**src/rtl/uart_8n1_rx_controller.sv**
```systemverilog
// Arms the 8N1 receiver, collects finished frames into a small FIFO
// exposed as a valid/ready stream, and keeps sticky status counters.
module uart_8n1_rx_controller #(
    parameter int FIFO_AW     = 2,
    parameter int ERR_CNT_W   = 8,
    parameter int ARM_TIMEOUT = 4
) (
    input  logic                 clk_baud_16x,
    input  logic                 reset,
    input  logic                 enable,
    output logic                 recv_read,
    input  logic                 recv_busy,
    input  logic                 recv_error,
    input  logic [7:0]           recv_data,
    output logic [7:0]           out_data,
    output logic                 out_valid,
    input  logic                 out_ready,
    output logic [FIFO_AW:0]     fifo_level,
    output logic                 overflow,
    output logic [ERR_CNT_W-1:0] err_count,
    output logic [3:0]           arm_retries,
    input  logic                 clear_status
);

    localparam int DEPTH = 2 ** FIFO_AW;

    localparam logic [1:0] S_IDLE = 2'd0;
    localparam logic [1:0] S_ARM  = 2'd1;
    localparam logic [1:0] S_WAIT = 2'd2;
    localparam logic [1:0] S_RECV = 2'd3;

    localparam logic [3:0]       TMO      = 4'(ARM_TIMEOUT);
    localparam logic [FIFO_AW:0] FULL_LVL = (FIFO_AW + 1)'(DEPTH);

    logic [1:0]           state_q, state_d;
    logic [3:0]           tmo_q, tmo_d;
    logic                 read_q, read_d;
    logic [FIFO_AW:0]     wr_q, wr_d;
    logic [FIFO_AW:0]     rd_q, rd_d;
    logic [FIFO_AW:0]     lvl_q, lvl_d;
    logic [7:0]           head_q, head_d;
    logic                 valid_q, valid_d;
    logic                 ovf_q, ovf_d;
    logic [ERR_CNT_W-1:0] err_q, err_d;
    logic [3:0]           retry_q, retry_d;
    logic [7:0]           mem_q [DEPTH];

    logic eval;
    logic retry_inc;
    logic pop;
    logic full;
    logic good;
    logic push;
    logic drop;
    logic err_inc;

    always_comb begin
        state_d   = state_q;
        tmo_d     = tmo_q;
        eval      = 1'b0;
        retry_inc = 1'b0;
        unique case (state_q)
            S_IDLE: begin
                if (enable) state_d = S_ARM;
            end
            S_ARM: begin
                tmo_d   = 4'd0;
                state_d = S_WAIT;
            end
            S_WAIT: begin
                if (recv_busy) begin
                    state_d = S_RECV;
                end else begin
                    tmo_d = tmo_q + 4'd1;
                    if (tmo_d == TMO) begin
                        retry_inc = 1'b1;
                        state_d   = enable ? S_ARM : S_IDLE;
                    end
                end
            end
            S_RECV: begin
                // First idle cycle after busy carries the frame result
                if (!recv_busy) begin
                    eval    = 1'b1;
                    state_d = enable ? S_ARM : S_IDLE;
                end
            end
            default: state_d = S_IDLE;
        endcase
        read_d = (state_d == S_ARM);
    end

    always_comb begin
        pop     = valid_q && out_ready;
        full    = (lvl_q == FULL_LVL);
        good    = eval && !recv_error;
        push    = good && (!full || pop);
        drop    = good && full && !pop;
        err_inc = eval && recv_error;
        wr_d    = wr_q + (FIFO_AW + 1)'(push);
        rd_d    = rd_q + (FIFO_AW + 1)'(pop);
        lvl_d   = wr_d - rd_d;
        valid_d = (lvl_d != '0);
        // Head is forwarded from the write port when the FIFO drains into it
        if (lvl_d == '0) begin
            head_d = head_q;
        end else if (push && (wr_q == rd_d)) begin
            head_d = recv_data;
        end else begin
            head_d = mem_q[rd_d[FIFO_AW-1:0]];
        end
    end

    always_comb begin
        ovf_d   = ovf_q;
        err_d   = err_q;
        retry_d = retry_q;
        if (clear_status) begin
            ovf_d   = 1'b0;
            err_d   = '0;
            retry_d = '0;
        end else begin
            if (drop) ovf_d = 1'b1;
            if (err_inc && (err_q != '1)) err_d = err_q + ERR_CNT_W'(1);
            if (retry_inc && (retry_q != '1)) retry_d = retry_q + 4'd1;
        end
    end

    always_ff @(posedge clk_baud_16x) begin
        if (reset) begin
            state_q <= S_IDLE;
            tmo_q   <= '0;
            read_q  <= 1'b0;
            wr_q    <= '0;
            rd_q    <= '0;
            lvl_q   <= '0;
            head_q  <= '0;
            valid_q <= 1'b0;
            ovf_q   <= 1'b0;
            err_q   <= '0;
            retry_q <= '0;
        end else begin
            state_q <= state_d;
            tmo_q   <= tmo_d;
            read_q  <= read_d;
            wr_q    <= wr_d;
            rd_q    <= rd_d;
            lvl_q   <= lvl_d;
            head_q  <= head_d;
            valid_q <= valid_d;
            ovf_q   <= ovf_d;
            err_q   <= err_d;
            retry_q <= retry_d;
        end
    end

    always_ff @(posedge clk_baud_16x) begin
        if (!reset && push) mem_q[wr_q[FIFO_AW-1:0]] <= recv_data;
    end

    assign recv_read   = read_q;
    assign out_data    = head_q;
    assign out_valid   = valid_q;
    assign fifo_level  = lvl_q;
    assign overflow    = ovf_q;
    assign err_count   = err_q;
    assign arm_retries = retry_q;

endmodule

```
**config.mk**
```make
export PLATFORM = sky130hd
export DESIGN_NAME = uart_8n1_rx_controller
export DESIGN_NICKNAME = d
export VERILOG_FILES = /design/src/rtl/uart_8n1_rx_controller.sv
export SDC_FILE = /design/constraint.sdc
export NUM_CORES = 1
export LEC_CHECK = 0
export ABC_AREA = 1
export BUFFER_PORTS_ARGS = -buffer_cell sky130_fd_sc_hd__buf_2
export CORE_ASPECT_RATIO = 1.1
export CORE_MARGIN = 2
export CORE_UTILIZATION = 30
export DETAILED_ROUTE_END_ITERATION = 7
export HOLD_SLACK_MARGIN = 0.02
export SLEW_MARGIN = 20
export SYNTH_ARGS = -nofsm -noshare
export SYNTH_HDL_FRONTEND = slang
export SYNTH_SLANG_ARGS = --single-unit
```
**constraint.sdc**
```tcl
create_clock -name clk_baud_16x -period 3.35 [get_ports clk_baud_16x]
set_input_delay 0.1675 -clock clk_baud_16x [delete_from_list [all_inputs] [get_ports clk_baud_16x]]
set_output_delay 0.1675 -clock clk_baud_16x [all_outputs]
set_load 0.01 [all_outputs]
```
==> metrics.txt, run 1 <==
# TYPE chip_impl_metric gauge
chip_impl_info{name="run_status",value="finished clean"} 1
chip_impl_metric{name="grt_max_degree",unit=""} 20
chip_impl_metric{name="floorplan.initialDensity",unit="%"} 30.9
chip_impl_metric{name="net-switching-power",unit="uW"} 827
chip_impl_metric{name="drt-total-wl",unit="mm"} 7.01
chip_impl_metric{name="io_buffers",unit=""} 40
chip_impl_info{name="timing.rr.start",value="state_q[0]"} 1
chip_impl_metric{name="power_frac_comb",unit="%"} 27.3
chip_impl_metric{name="grt_first_pass_wirelength",unit="mm"} 11.5
chip_impl_info{name="crit_path_start",value="state_q[0]"} 1
chip_impl_metric{name="core_area",unit="um^2"} 10400
chip_impl_metric{name="vdd_drop_max",unit="mV"} 0.312
chip_impl_metric{name="pint",unit="uW"} 1690
chip_impl_metric{name="dpl_cell_area",unit="um^2"} 3570
chip_impl_metric{name="cts_htree_levels",unit=""} 3
chip_impl_metric{name="initialDrtViolationCount",unit=""} 89
chip_impl_metric{name="route.antenna.remaining_nets",unit=""} 0
chip_impl_metric{name="die-height",unit="um"} 113
chip_impl_metric{name="clk_pin_slew_worst_paths",unit="ns"} 0.05
chip_impl_metric{name="grt_pass1_vias",unit=""} 2440
chip_impl_metric{name="avg_cell_area_syn",unit="um^2"} 8.85
chip_impl_metric{name="grt-ovfl-total",unit=""} 0
chip_impl_metric{name="aggregate_global_route_resource_usage",unit="%"} 12.9
chip_impl_metric{name="synth.net_count",unit=""} 387
chip_impl_info{name="reg_to_reg_end",value="out_data[3]"} 1
chip_impl_info{name="worstHoldPathType",value="input pin to register"} 1
chip_impl_metric{name="post_drt_via_cell_ratio",unit=""} 4.56
chip_impl_metric{name="synthesis.yosys.warnings",unit=""} 0
chip_impl_metric{name="power.density_cell_area",unit="nW/um^2"} 655
chip_impl_metric{name="synth.cell_area",unit="um^2"} 3210
chip_impl_metric{name="synthArstFlopShare",unit="%"} 0
chip_impl_metric{name="worst-r2r-setup-slack",unit="ns"} 0.78
chip_impl_metric{name="critical_path_required",unit="ns"} 3.57
chip_impl_metric{name="placed_cells",unit=""} 543
chip_impl_metric{name="synth_enable_flop_cells",unit=""} 32
chip_impl_metric{name="finalPower",unit="uW"} 2520
chip_impl_metric{name="placement_rows",unit=""} 39
chip_impl_metric{name="fin_area",unit="um^2"} 3840
chip_impl_metric{name="synthDistinctLibCells",unit=""} 33
chip_impl_metric{name="final-setup-viol-count",unit=""} 0
chip_impl_metric{name="area.growth.synth_to_final",unit="%"} 19.5
chip_impl_metric{name="timing.max_cap.violations",unit=""} 0
chip_impl_metric{name="seq_power_share",unit="%"} 39.5
chip_impl_metric{name="max-slew-margin-rel",unit="%"} 57.9
chip_impl_metric{name="report.final.hold_viol_count",unit=""} 0
chip_impl_metric{name="critical_path.max_fanout",unit=""} 11
chip_impl_metric{name="fraction_of_power_spent_switching_nets",unit="%"} 32.9
chip_impl_metric{name="diodes",unit=""} 0
chip_impl_metric{name="postLayoutCoreUtil",unit="%"} 36.9
chip_impl_info{name="clock-root-buffer",value="clkbuf_16"} 1
chip_impl_metric{name="synth_cells",unit=""} 363
chip_impl_metric{name="detailedPlacementHpwl",unit="mm"} 5.24
chip_impl_metric{name="ys_seq_elements",unit=""} 70
chip_impl_metric{name="layout-drive-gt1-share",unit="%"} 19.2
chip_impl_metric{name="static-leakage-power",unit="uW"} 0.00160
chip_impl_metric{name="boundaryPins",unit=""} 41
chip_impl_metric{name="numCtsBuffers",unit=""} 9
chip_impl_metric{name="max-clock-path-buffers",unit=""} 2
chip_impl_metric{name="timing.fmax",unit="MHz"} 389
chip_impl_metric{name="finalCritPeriodShare",unit="%"} 76.8
chip_impl_metric{name="die-area",unit="um^2"} 11600
chip_impl_metric{name="max_slew.worst_pin.slew",unit="ns"} 0.631
chip_impl_info{name="critical_path.endpoint",value="out_data[3]"} 1
chip_impl_metric{name="clock_latency_reported_for_the_late_side_of_the_worst_skew_pair",unit="ns"} 0.33
chip_impl_metric{name="nets",unit=""} 435
chip_impl_info{name="grt_setup_unrepaired",value="no"} 1
chip_impl_metric{name="critical_path_arrival",unit="ns"} 2.79
chip_impl_metric{name="timing_max_transition_violations_final",unit=""} 0
chip_impl_metric{name="antenna_violations_before_repair",unit=""} 0
chip_impl_info{name="postSynth.topFlopCell",value="dfxtp_1"} 1
chip_impl_metric{name="cts_resized",unit=""} 0
chip_impl_metric{name="seq_area_frac_synth",unit="%"} 53.6
chip_impl_info{name="tritoncts",value="done"} 1
chip_impl_metric{name="drt_drc_violations_left",unit=""} 0
chip_impl_metric{name="drt-wirelength-per-cell",unit="um"} 12.5
chip_impl_metric{name="post_cts_buffers",unit=""} 0
chip_impl_info{name="critical_path.startpoint_type",value="register"} 1
chip_impl_metric{name="num_vias",unit=""} 2549
chip_impl_metric{name="instances_no_fill",unit=""} 559
chip_impl_metric{name="drt-pass1-iter-count",unit=""} 5
chip_impl_metric{name="finalWeightedCongestion",unit=""} 0.773
chip_impl_metric{name="clock_sinks",unit=""} 70
chip_impl_metric{name="clock_power_share",unit="%"} 33.2
chip_impl_metric{name="final.setup_skew",unit="ns"} 0.00422
chip_impl_metric{name="timing.setup.tns",unit="ns"} 0
chip_impl_metric{name="cts_hold_repair.buffers",unit=""} 0
chip_impl_metric{name="timing.reg2reg.worst_path_depth",unit=""} 14
chip_impl_info{name="cp_capture_type",value="register"} 1
chip_impl_metric{name="finalWorstPathRequiredPeriod",unit="ns"} 2.57
chip_impl_metric{name="die_width",unit="um"} 103
chip_impl_info{name="setup.worst_path.class",value="register to register"} 1
## worst min path at each step
stage / startpoint / endpoint / slack (ns) / cells past startpoint
final: recv_data[2] / mem_q[0][2] / 0.07 / 1
after global routing: recv_data[2] / mem_q[0][2] / 0.08 / 1
after CTS: recv_data[2] / mem_q[0][2] / 0.07 / 1
after detailed placement: recv_data[2] / mem_q[0][2] / 0.41 / 1
after global placement: recv_data[2] / mem_q[0][2] / 0.41 / 1
after floorplan: reset / fifo_level[2] / 0.24 / 1
## through the flow
stage                     setup WS (ns)  hold slack [ns]
final                             0.778           0.0736
after global routing              0.525           0.0765
after CTS                         0.749           0.0675
after detailed placement          0.777            0.412
after global placement            0.867            0.406
after floorplan                   0.948            0.237
## worst max-delay path, stage by stage (launching register included)
cell and delay [ns]:
dfxtp_1 0.42, nand2_2 0.10, clkinv_2 0.07, nand3_4 0.07, nor2_4 0.28, ha_1 0.22
ha_1 0.22, inv_1 0.10, fa_1 0.44, nand2_1 0.09, inv_1 0.09, nand3_2 0.10
inv_2 0.07, nor2_1 0.13, nor2_1 0.05
## Yosys cell counts, types with 7 or more instances
cell / number / share of area (%)
a21oi_1: 13 / 2.0
dfxtp_1: 38 / 24
edfxtp_1: 32 / 30
ha_1: 8 / 3.1
inv_1: 35 / 4.1
nand2_1: 74 / 8.6
nand3_1: 23 / 3.6
nand4_1: 10 / 1.9
nor2_1: 52 / 6.1
nor3_1: 7 / 1.1
o21ai_0: 24 / 3.7
o22ai_1: 9 / 1.8
## per-layer routing
metal | wire [um] | vias to the layer above | track usage, %
li1 | - | 1307 | -
met1 | 3030 | 1171 | 15.1
met2 | 3440 | 60 | 21.3
met3 | 457 | 11 | 4.73
met4 | 92 | 0 | 5.07
met5 | 0 | - | 0
## registers in the layout, indices dropped and copies added (netlist names)
name         cells
wr_q             3
out_valid        1
overflow         1
recv_read        1
state_q          2
mem_q           32
arm_retries      4
out_data         8
fifo_level       3
tmo_q            4
err_count        8
rd_q             3
## power by group through the flow
stage | registers (uW) | logic, uW | clock network (uW)
after CTS | 995 | 695 | 860
after detailed placement | 1010 | 691 | 0
final | 994 | 686 | 836
after global placement | 1010 | 681 | 0
after floorplan | 1030 | 481 | 0
after global routing | 1000 | 784 | 902
## cells by family after synthesis
family	after synthesis	synth area share, %
flops	70	53.6
buf+inv	49	6.51
fa+ha+maj	9	3.74
simple gates	181	26.5
xor+xnor	7	1.91
compound gates	47	7.71
## area by class of cell
class	count	area, um^2
Inverter	42	161
Timing Repair Buffer	44	230
Tap cell	143	179
Clock buffer	9	225
Sequential cell	70	1720
Fill cell	1042	6560
Multi-Input combinational cell	244	1280
Clock inverter	7	40.0
## cells in the final DEF (no fill, tap or decap), types with 5 or more instances in the layout
cell       netlist  final
a21oi_1         13     13
buf_2            2     40
clkbuf_16        0      9
clkinv_2         1      5
dfxtp_1         38     38
edfxtp_1        32     32
ha_1             8      8
inv_1           35     35
inv_2            5      5
nand2_1         74     74
nand3_1         23     23
nand4_1         10     10
nor2_1          52     52
nor3_1           7      7
o21ai_0         24     24
o22ai_1          9      9
xor2_1           5      5
Power figures use the tool's default switching activity.
==> run 2, diff against run 1 <==
==> constraint.sdc (replaced) <==
create_clock -name clk_baud_16x -period 2.3 [get_ports clk_baud_16x]
set_input_delay 0.115 -clock clk_baud_16x [delete_from_list [all_inputs] [get_ports clk_baud_16x]]
set_output_delay 0.115 -clock clk_baud_16x [all_outputs]
set_load 0.01 [all_outputs]
==> run 2 against run 1 <==
Setup slack worse by 0.74 ns. Worst hold slack got worse by 0.025 ns. Clock power increased by 76%. Final cell count rose by 3.9%. Final area increased by 8.7%. Power rose by 67%. Non-clock buffer count rose by 22. Die area unchanged. Combinational power rose by 84%. Global-route usage is 1.1 points higher. Critical path type unchanged.
==> metrics.txt, run 2 (same netlist as run 1, synthesis figures left out) <==
# TYPE chip_impl_metric gauge
chip_impl_metric{name="placed_cells",unit=""} 554
chip_impl_info{name="hold_path.startpoint",value="recv_data[1]"} 1
chip_impl_metric{name="worst-r2r-setup-slack",unit="ns"} 0.04
chip_impl_metric{name="finalWorstPathRequiredPeriod",unit="ns"} 2.26
chip_impl_metric{name="timing_max_transition_violations_final",unit=""} 0
chip_impl_metric{name="antenna_violations_before_repair",unit=""} 0
chip_impl_metric{name="dpl_cell_area",unit="um^2"} 3700
chip_impl_metric{name="max-slew-margin-rel",unit="%"} 64.5
chip_impl_metric{name="diodes",unit=""} 0
chip_impl_metric{name="finalWeightedCongestion",unit=""} 0.819
chip_impl_info{name="final_common_cell",value="nand2_1"} 1
chip_impl_metric{name="grt-ovfl-total",unit=""} 0
chip_impl_info{name="critical_path.startpoint_type",value="register"} 1
chip_impl_metric{name="placement_rows",unit=""} 39
chip_impl_metric{name="drt-total-wl",unit="mm"} 7.56
chip_impl_metric{name="floorplan.initialDensity",unit="%"} 30.9
chip_impl_metric{name="numCtsBuffers",unit=""} 9
chip_impl_info{name="clock-root-buffer",value="clkbuf_16"} 1
chip_impl_metric{name="report.final.hold_viol_count",unit=""} 0
chip_impl_metric{name="num_vias",unit=""} 2692
chip_impl_metric{name="route.antenna.remaining_nets",unit=""} 0
chip_impl_metric{name="cts_htree_levels",unit=""} 3
chip_impl_info{name="cp_capture_type",value="register"} 1
chip_impl_metric{name="critical_path_max_stage_delay",unit="ns"} 0.55
chip_impl_metric{name="critical_path.max_fanout",unit=""} 4
chip_impl_metric{name="boundaryPins",unit=""} 41
chip_impl_metric{name="power.density_cell_area",unit="nW/um^2"} 1000
chip_impl_info{name="run_status",value="finished clean"} 1
chip_impl_metric{name="clock_sinks",unit=""} 70
chip_impl_metric{name="vdd_drop_max",unit="mV"} 0.466
chip_impl_metric{name="drt_drc_violations_left",unit=""} 0
chip_impl_metric{name="static-leakage-power",unit="uW"} 0.00173
chip_impl_metric{name="max-clock-path-buffers",unit=""} 2
chip_impl_info{name="timing.rr.start",value="fifo_level[1]"} 1
chip_impl_info{name="cells_traversed_along_the_worst_timing_path",value="nor2_1 -> nand2_1 -> nor2_2 -> nor2_4 -> ha_4 -> ha_4 -> inv_4 -> fa_2 -> nand2_2 -> inv_4 -> buf_4 -> nand4_1 -> nand2_1 -> nor2_1"} 1
chip_impl_metric{name="die_width",unit="um"} 103
chip_impl_metric{name="instances_no_fill",unit=""} 581
chip_impl_metric{name="post_drt_via_cell_ratio",unit=""} 4.63
chip_impl_metric{name="drt-pass1-iter-count",unit=""} 6
chip_impl_metric{name="final.setup_skew",unit="ns"} 0.00903
chip_impl_metric{name="max_slew.worst_pin.slew",unit="ns"} 0.530
chip_impl_metric{name="detailedPlacementHpwl",unit="mm"} 5.38
chip_impl_metric{name="area.growth.synth_to_final",unit="%"} 29.9
chip_impl_metric{name="clock_latency_reported_for_the_late_side_of_the_worst_skew_pair",unit="ns"} 0.34
chip_impl_info{name="layout_common_cells",value="68 x nand2_1, 50 x nor2_1, 40 x buf_2"} 1
chip_impl_info{name="cp_top_family",value="adder cells"} 1
chip_impl_metric{name="timing.reg2reg.worst_path_depth",unit=""} 14
chip_impl_metric{name="critical_path_required",unit="ns"} 2.53
chip_impl_metric{name="layout-drive-gt1-share",unit="%"} 26.0
chip_impl_metric{name="initialDrtViolationCount",unit=""} 135
chip_impl_metric{name="io_buffers",unit=""} 40
chip_impl_info{name="setup.worst_path.class",value="register to register"} 1
chip_impl_metric{name="timing.fmax",unit="MHz"} 443
chip_impl_metric{name="fin_area",unit="um^2"} 4170
chip_impl_metric{name="fill_cell_instance_count_of_the_final_layout",unit=""} 1018
chip_impl_info{name="whs_endpoint",value="mem_q[0][1]"} 1
chip_impl_metric{name="nets",unit=""} 457
chip_impl_info{name="crit_slowest_cell",value="fa_2"} 1
chip_impl_metric{name="critical_path.n_buffers_inverters",unit=""} 3
chip_impl_metric{name="die-height",unit="um"} 113
chip_impl_metric{name="final-setup-viol-count",unit=""} 0
chip_impl_info{name="grt_setup_unrepaired",value="yes"} 1
chip_impl_metric{name="largest_register_ffs",unit=""} 32
chip_impl_metric{name="min_path_cells",unit=""} 1
chip_impl_info{name="tritoncts",value="done"} 1
chip_impl_info{name="reg_to_reg_end",value="out_data[5]"} 1
chip_impl_metric{name="finalCritPeriodShare",unit="%"} 98.2
chip_impl_metric{name="drt-wirelength-per-cell",unit="um"} 13.0
chip_impl_info{name="worstHoldPathType",value="input pin to register"} 1
chip_impl_metric{name="grt_pass1_vias",unit=""} 2623
chip_impl_metric{name="timing.max_cap.violations",unit=""} 0
chip_impl_metric{name="grt_max_degree",unit=""} 19
chip_impl_metric{name="critical_path_arrival",unit="ns"} 2.49
chip_impl_metric{name="die-area",unit="um^2"} 11600
chip_impl_metric{name="core_area",unit="um^2"} 10400
chip_impl_metric{name="grt_first_pass_wirelength",unit="mm"} 12.3
chip_impl_metric{name="aggregate_global_route_resource_usage",unit="%"} 14.0
chip_impl_metric{name="clk_pin_slew_worst_paths",unit="ns"} 0.06
run 2: cell types whose count changed in the layout (fill, tap and decap cells not counted), sizes merged:
cell         change
buf             +15
bufinv           +2
clkbuf           +1
clkinv           -1
clkinvlp         -1
dlygate4sd3      +7
inv              -1
run 2: power breakdown:
part | switching [uW] | internal [uW] | total, uW
Combinational | 756 | 504 | 1260
Sequential | 61.3 | 1400 | 1460
Clock | 523 | 948 | 1470
Total | 1340 | 2850 | 4190
run 2: metal layers:
layer / vias up / GRT usage [%] / routed length [um]
met4: 0 / 7.56 / 196
li1: 1358 / - / -
met2: 63 / 21.4 / 3660
met3: 14 / 3.49 / 370
met1: 1257 / 17.9 / 3330
met5: - / 0 / 0
run 2: how the worst max path moves through the flow:
stage                        startpoint  cells past startpoint     endpoint
after floorplan           fifo_level[0]                     16  out_data[0]
after global placement    fifo_level[0]                     15  out_data[2]
after detailed placement  fifo_level[0]                     14  out_data[2]
after CTS                 fifo_level[0]                     14  out_data[2]
after global routing      fifo_level[1]                     14  out_data[5]
final                     fifo_level[1]                     14  out_data[5]
run 2: final cells by class:
cell class	count	area, um^2	share of cell area, %
clock buffers	10	229	5.49
clock inverters	6	87.6	2.10
inverters	42	169	4.05
multi-input cells	244	1370	32.8
flip-flops and latches	70	1720	41.3
well taps	143	179	4.29
repair buffers	66	417	9.99
run 2: timing repair:
item                                    CTS  global route
endpoints found under the setup margin    0             9
buffers inserted                          0             4
gates resized for setup                   0            17
endpoints found under the hold margin    24             0
hold buffers                              7             0
run 2: per-stage QoR:
| step | util [%] | worst slack, ns | TNS, ns | power [uW] | hold slack (ns) |
|---|---|---|---|---|---|
| after detailed placement | 35.6 | 0.0396 | 0 | 2580 | 0.359 |
| after global placement | 35.6 | 0.0763 | 0 | 2560 | 0.353 |
| final | 40.1 | 0.0415 | 0 | 4190 | 0.0490 |
| after global routing | 40.1 | -0.116 | -0.582 | 4440 | 0.0538 |
| after CTS | 39.3 | 0.00470 | 0 | 4070 | 0.0384 |
| after floorplan | - | -0.00769 | -0.0231 | 2240 | 0.184 |
==> run 3, diff against run 2 <==
==> constraint.sdc (replaced) <==
create_clock -name clk_baud_16x -period 2.3 [get_ports clk_baud_16x]
set_input_delay 0.46 -clock clk_baud_16x [delete_from_list [all_inputs] [get_ports clk_baud_16x]]
set_output_delay 0.46 -clock clk_baud_16x [all_outputs]
set_load 0.01 [all_outputs]
==> run 3 against run 2 <==
Register-to-register slack lost 0.03 ns. Non-clock buffer count grew 4. Final area grew 1.5%. First-iteration DRC count grew 4.4%. Die area is the same. Largest power group unchanged. Combinational power grew 13%. Setup slack lost 0.026 ns. Final cell count grew 0.69%. Largest cell class unchanged. Routed wire length grew 1.1%.
==> metrics.txt, run 3 (same netlist as run 1, synthesis figures left out) <==
# TYPE chip_impl_metric gauge
chip_impl_metric{name="placement_rows",unit=""} 39
chip_impl_metric{name="min_path_cells",unit=""} 1
chip_impl_info{name="worstHoldPathType",value="input pin to register"} 1
chip_impl_metric{name="antenna_violations_before_repair",unit=""} 0
chip_impl_metric{name="numCtsBuffers",unit=""} 9
chip_impl_metric{name="floorplan.initialDensity",unit="%"} 30.9
chip_impl_metric{name="cts_htree_levels",unit=""} 3
chip_impl_metric{name="die-height",unit="um"} 113
chip_impl_metric{name="clk_pin_slew_worst_paths",unit="ns"} 0.06
chip_impl_info{name="cells_traversed_along_the_worst_timing_path",value="nor2_2 -> nand2_2 -> nor2_4 -> nor2_4 -> ha_4 -> ha_4 -> inv_4 -> fa_2 -> nand2_2 -> inv_4 -> buf_4 -> nand4_1 -> nand2_1 -> nor2_1"} 1
chip_impl_info{name="final_common_cell",value="nand2_1"} 1
chip_impl_metric{name="hold-worst-slack",unit="ns"} 0.360
chip_impl_metric{name="area.growth.synth_to_final",unit="%"} 31.8
chip_impl_metric{name="largest_register_ffs",unit=""} 32
chip_impl_metric{name="finalWorstPathRequiredPeriod",unit="ns"} 2.28
chip_impl_metric{name="drt-total-wl",unit="mm"} 7.64
chip_impl_info{name="critical_path.startpoint_type",value="register"} 1
chip_impl_metric{name="grt_max_degree",unit=""} 19
chip_impl_metric{name="multiInputGateArea",unit="um^2"} 1380
chip_impl_info{name="layout_common_cells",value="64 x nand2_1, 49 x nor2_1, 40 x buf_2"} 1
chip_impl_metric{name="max_slew.worst_pin.slew",unit="ns"} 0.346
chip_impl_metric{name="drt-pass1-iter-count",unit=""} 4
chip_impl_metric{name="max-clock-path-buffers",unit=""} 2
chip_impl_metric{name="grt_pass1_vias",unit=""} 2669
chip_impl_metric{name="timing.max_cap.violations",unit=""} 0
chip_impl_metric{name="dpl_cell_area",unit="um^2"} 3770
chip_impl_metric{name="vdd_drop_max",unit="mV"} 0.502
chip_impl_metric{name="final-setup-viol-count",unit=""} 0
chip_impl_metric{name="grt_first_pass_wirelength",unit="mm"} 12.7
chip_impl_metric{name="critical_path_max_stage_delay",unit="ns"} 0.55
chip_impl_info{name="cp_capture_type",value="register"} 1
chip_impl_metric{name="timing_max_transition_violations_final",unit=""} 0
chip_impl_metric{name="timing.fmax",unit="MHz"} 438
chip_impl_metric{name="num_vias",unit=""} 2655
chip_impl_metric{name="timing.reg2reg.worst_path_depth",unit=""} 14
chip_impl_info{name="setup.worst_path.class",value="register to register"} 1
chip_impl_metric{name="boundaryPins",unit=""} 41
chip_impl_metric{name="report.final.hold_viol_count",unit=""} 0
chip_impl_metric{name="finalCritPeriodShare",unit="%"} 99.3
chip_impl_metric{name="critical_path_required",unit="ns"} 2.53
chip_impl_metric{name="placed_cells",unit=""} 562
chip_impl_metric{name="clock_latency_reported_for_the_late_side_of_the_worst_skew_pair",unit="ns"} 0.33
chip_impl_metric{name="initialDrtViolationCount",unit=""} 141
chip_impl_info{name="clock-root-buffer",value="clkbuf_16"} 1
chip_impl_metric{name="max-slew-margin-rel",unit="%"} 76.7
chip_impl_metric{name="finalWeightedCongestion",unit=""} 0.828
chip_impl_metric{name="fin_area",unit="um^2"} 4230
chip_impl_metric{name="final.setup_skew",unit="ns"} 0.00528
chip_impl_metric{name="grt-ovfl-total",unit=""} 0
chip_impl_info{name="run_status",value="finished clean"} 1
chip_impl_metric{name="route.antenna.remaining_nets",unit=""} 0
chip_impl_metric{name="core_area",unit="um^2"} 10400
chip_impl_metric{name="aggregate_global_route_resource_usage",unit="%"} 14.3
chip_impl_metric{name="cts_hold_repair.buffers",unit=""} 0
chip_impl_metric{name="drt_drc_violations_left",unit=""} 0
chip_impl_metric{name="die_width",unit="um"} 103
chip_impl_metric{name="io_buffers",unit=""} 40
chip_impl_metric{name="power.density_cell_area",unit="nW/um^2"} 1060
chip_impl_metric{name="layout-drive-gt1-share",unit="%"} 29.6
chip_impl_info{name="crit_slowest_cell",value="fa_2"} 1
chip_impl_metric{name="critical_path_arrival",unit="ns"} 2.51
chip_impl_metric{name="clock_sinks",unit=""} 70
chip_impl_metric{name="postLayoutCoreUtil",unit="%"} 40.7
chip_impl_metric{name="diodes",unit=""} 0
chip_impl_metric{name="instances_no_fill",unit=""} 585
chip_impl_metric{name="register_area",unit="um^2"} 1720
chip_impl_metric{name="critical_path.max_fanout",unit=""} 5
chip_impl_info{name="tritoncts",value="done"} 1
chip_impl_metric{name="fill_cell_instance_count_of_the_final_layout",unit=""} 1001
chip_impl_metric{name="detailedPlacementHpwl",unit="mm"} 5.32
chip_impl_metric{name="static-leakage-power",unit="uW"} 0.00176
chip_impl_metric{name="nets",unit=""} 461
chip_impl_metric{name="drt-wirelength-per-cell",unit="um"} 13.1
chip_impl_metric{name="die-area",unit="um^2"} 11600
chip_impl_metric{name="worst-r2r-setup-slack",unit="ns"} 0.02
chip_impl_metric{name="post_drt_via_cell_ratio",unit=""} 4.54
chip_impl_info{name="grt_setup_unrepaired",value="yes"} 1
[run 3: changes by cell type in the layout (fill, tap and decap cells not counted), moves of 2 or more]
cell / change
inv_6: +2
clkinv_2: -2
nand2_2: +4
buf_4: +12
nand2_1: -4
dlygate4sd3_1: -7
[run 3: repair_timing]
| action | CTS | global route |
|---|---|---|
| gates cloned | 0 | 0 |
| resized for setup | 2 | 18 |
| pin swaps | 0 | 8 |
| endpoints found under the setup margin | 5 | 9 |
| setup buffers | 3 | 4 |
[run 3: final timing paths]
path / startpoint / endpoint
setup / recovery: fifo_level[1] / out_data[3]
hold / removal: recv_data[6] / mem_q[3][6]
setup reg to reg: fifo_level[1] / out_data[3]
hold reg to reg: overflow / overflow
[run 3: layer usage]
layer / global-route usage, % / wire length (um) / up-vias / share of wire (%)
met1: 17.7 / 3390 / 1239 / 44
met3: 3.80 / 297 / 10 / 3.9
met4: 5.42 / 136 / 0 / 1.8
li1: - / - / 1359 / -
met2: 23.7 / 3820 / 47 / 50
met5: 0 / 0 / - / 0
[run 3: power by group]
| part | internal, uW | total, uW | switching (uW) |
|---|---|---|---|
| sequential | 1400 | 1460 | 65.4 |
| clock | 1060 | 1600 | 535 |
| combinational | 605 | 1420 | 810 |
[run 3: critical path, delay by kind of cell, from the launching register on]
family / cells / cell delay, ns
AND/OR/NAND/NOR: 8 / 0.66
flip-flops: 1 / 0.32
buffers and inverters: 3 / 0.21
adder cells (fa/ha/maj): 3 / 0.97
[run 3: final cells by class]
type                            count  share of cell area [%]
Clock buffer                        9                    5.32
Clock inverter                      7                    2.87
Inverter                           42                    4.11
Multi-Input combinational cell    244                    32.7
Sequential cell                    70                    40.7
Tap cell                          143                    4.23
Timing Repair Buffer               70                    10.1
[run 3: per-stage QoR]
step	setup slack, ns	setup TNS [ns]	total power [uW]
global route	-0.0863	-0.571	4720
finish	0.0153	0	4480
detailed placement	-0.106	-0.723	2650
floorplan	-0.00123	-0.00368	2250
CTS	0.00748	0	4340
global placement	-0.0627	-0.423	2640
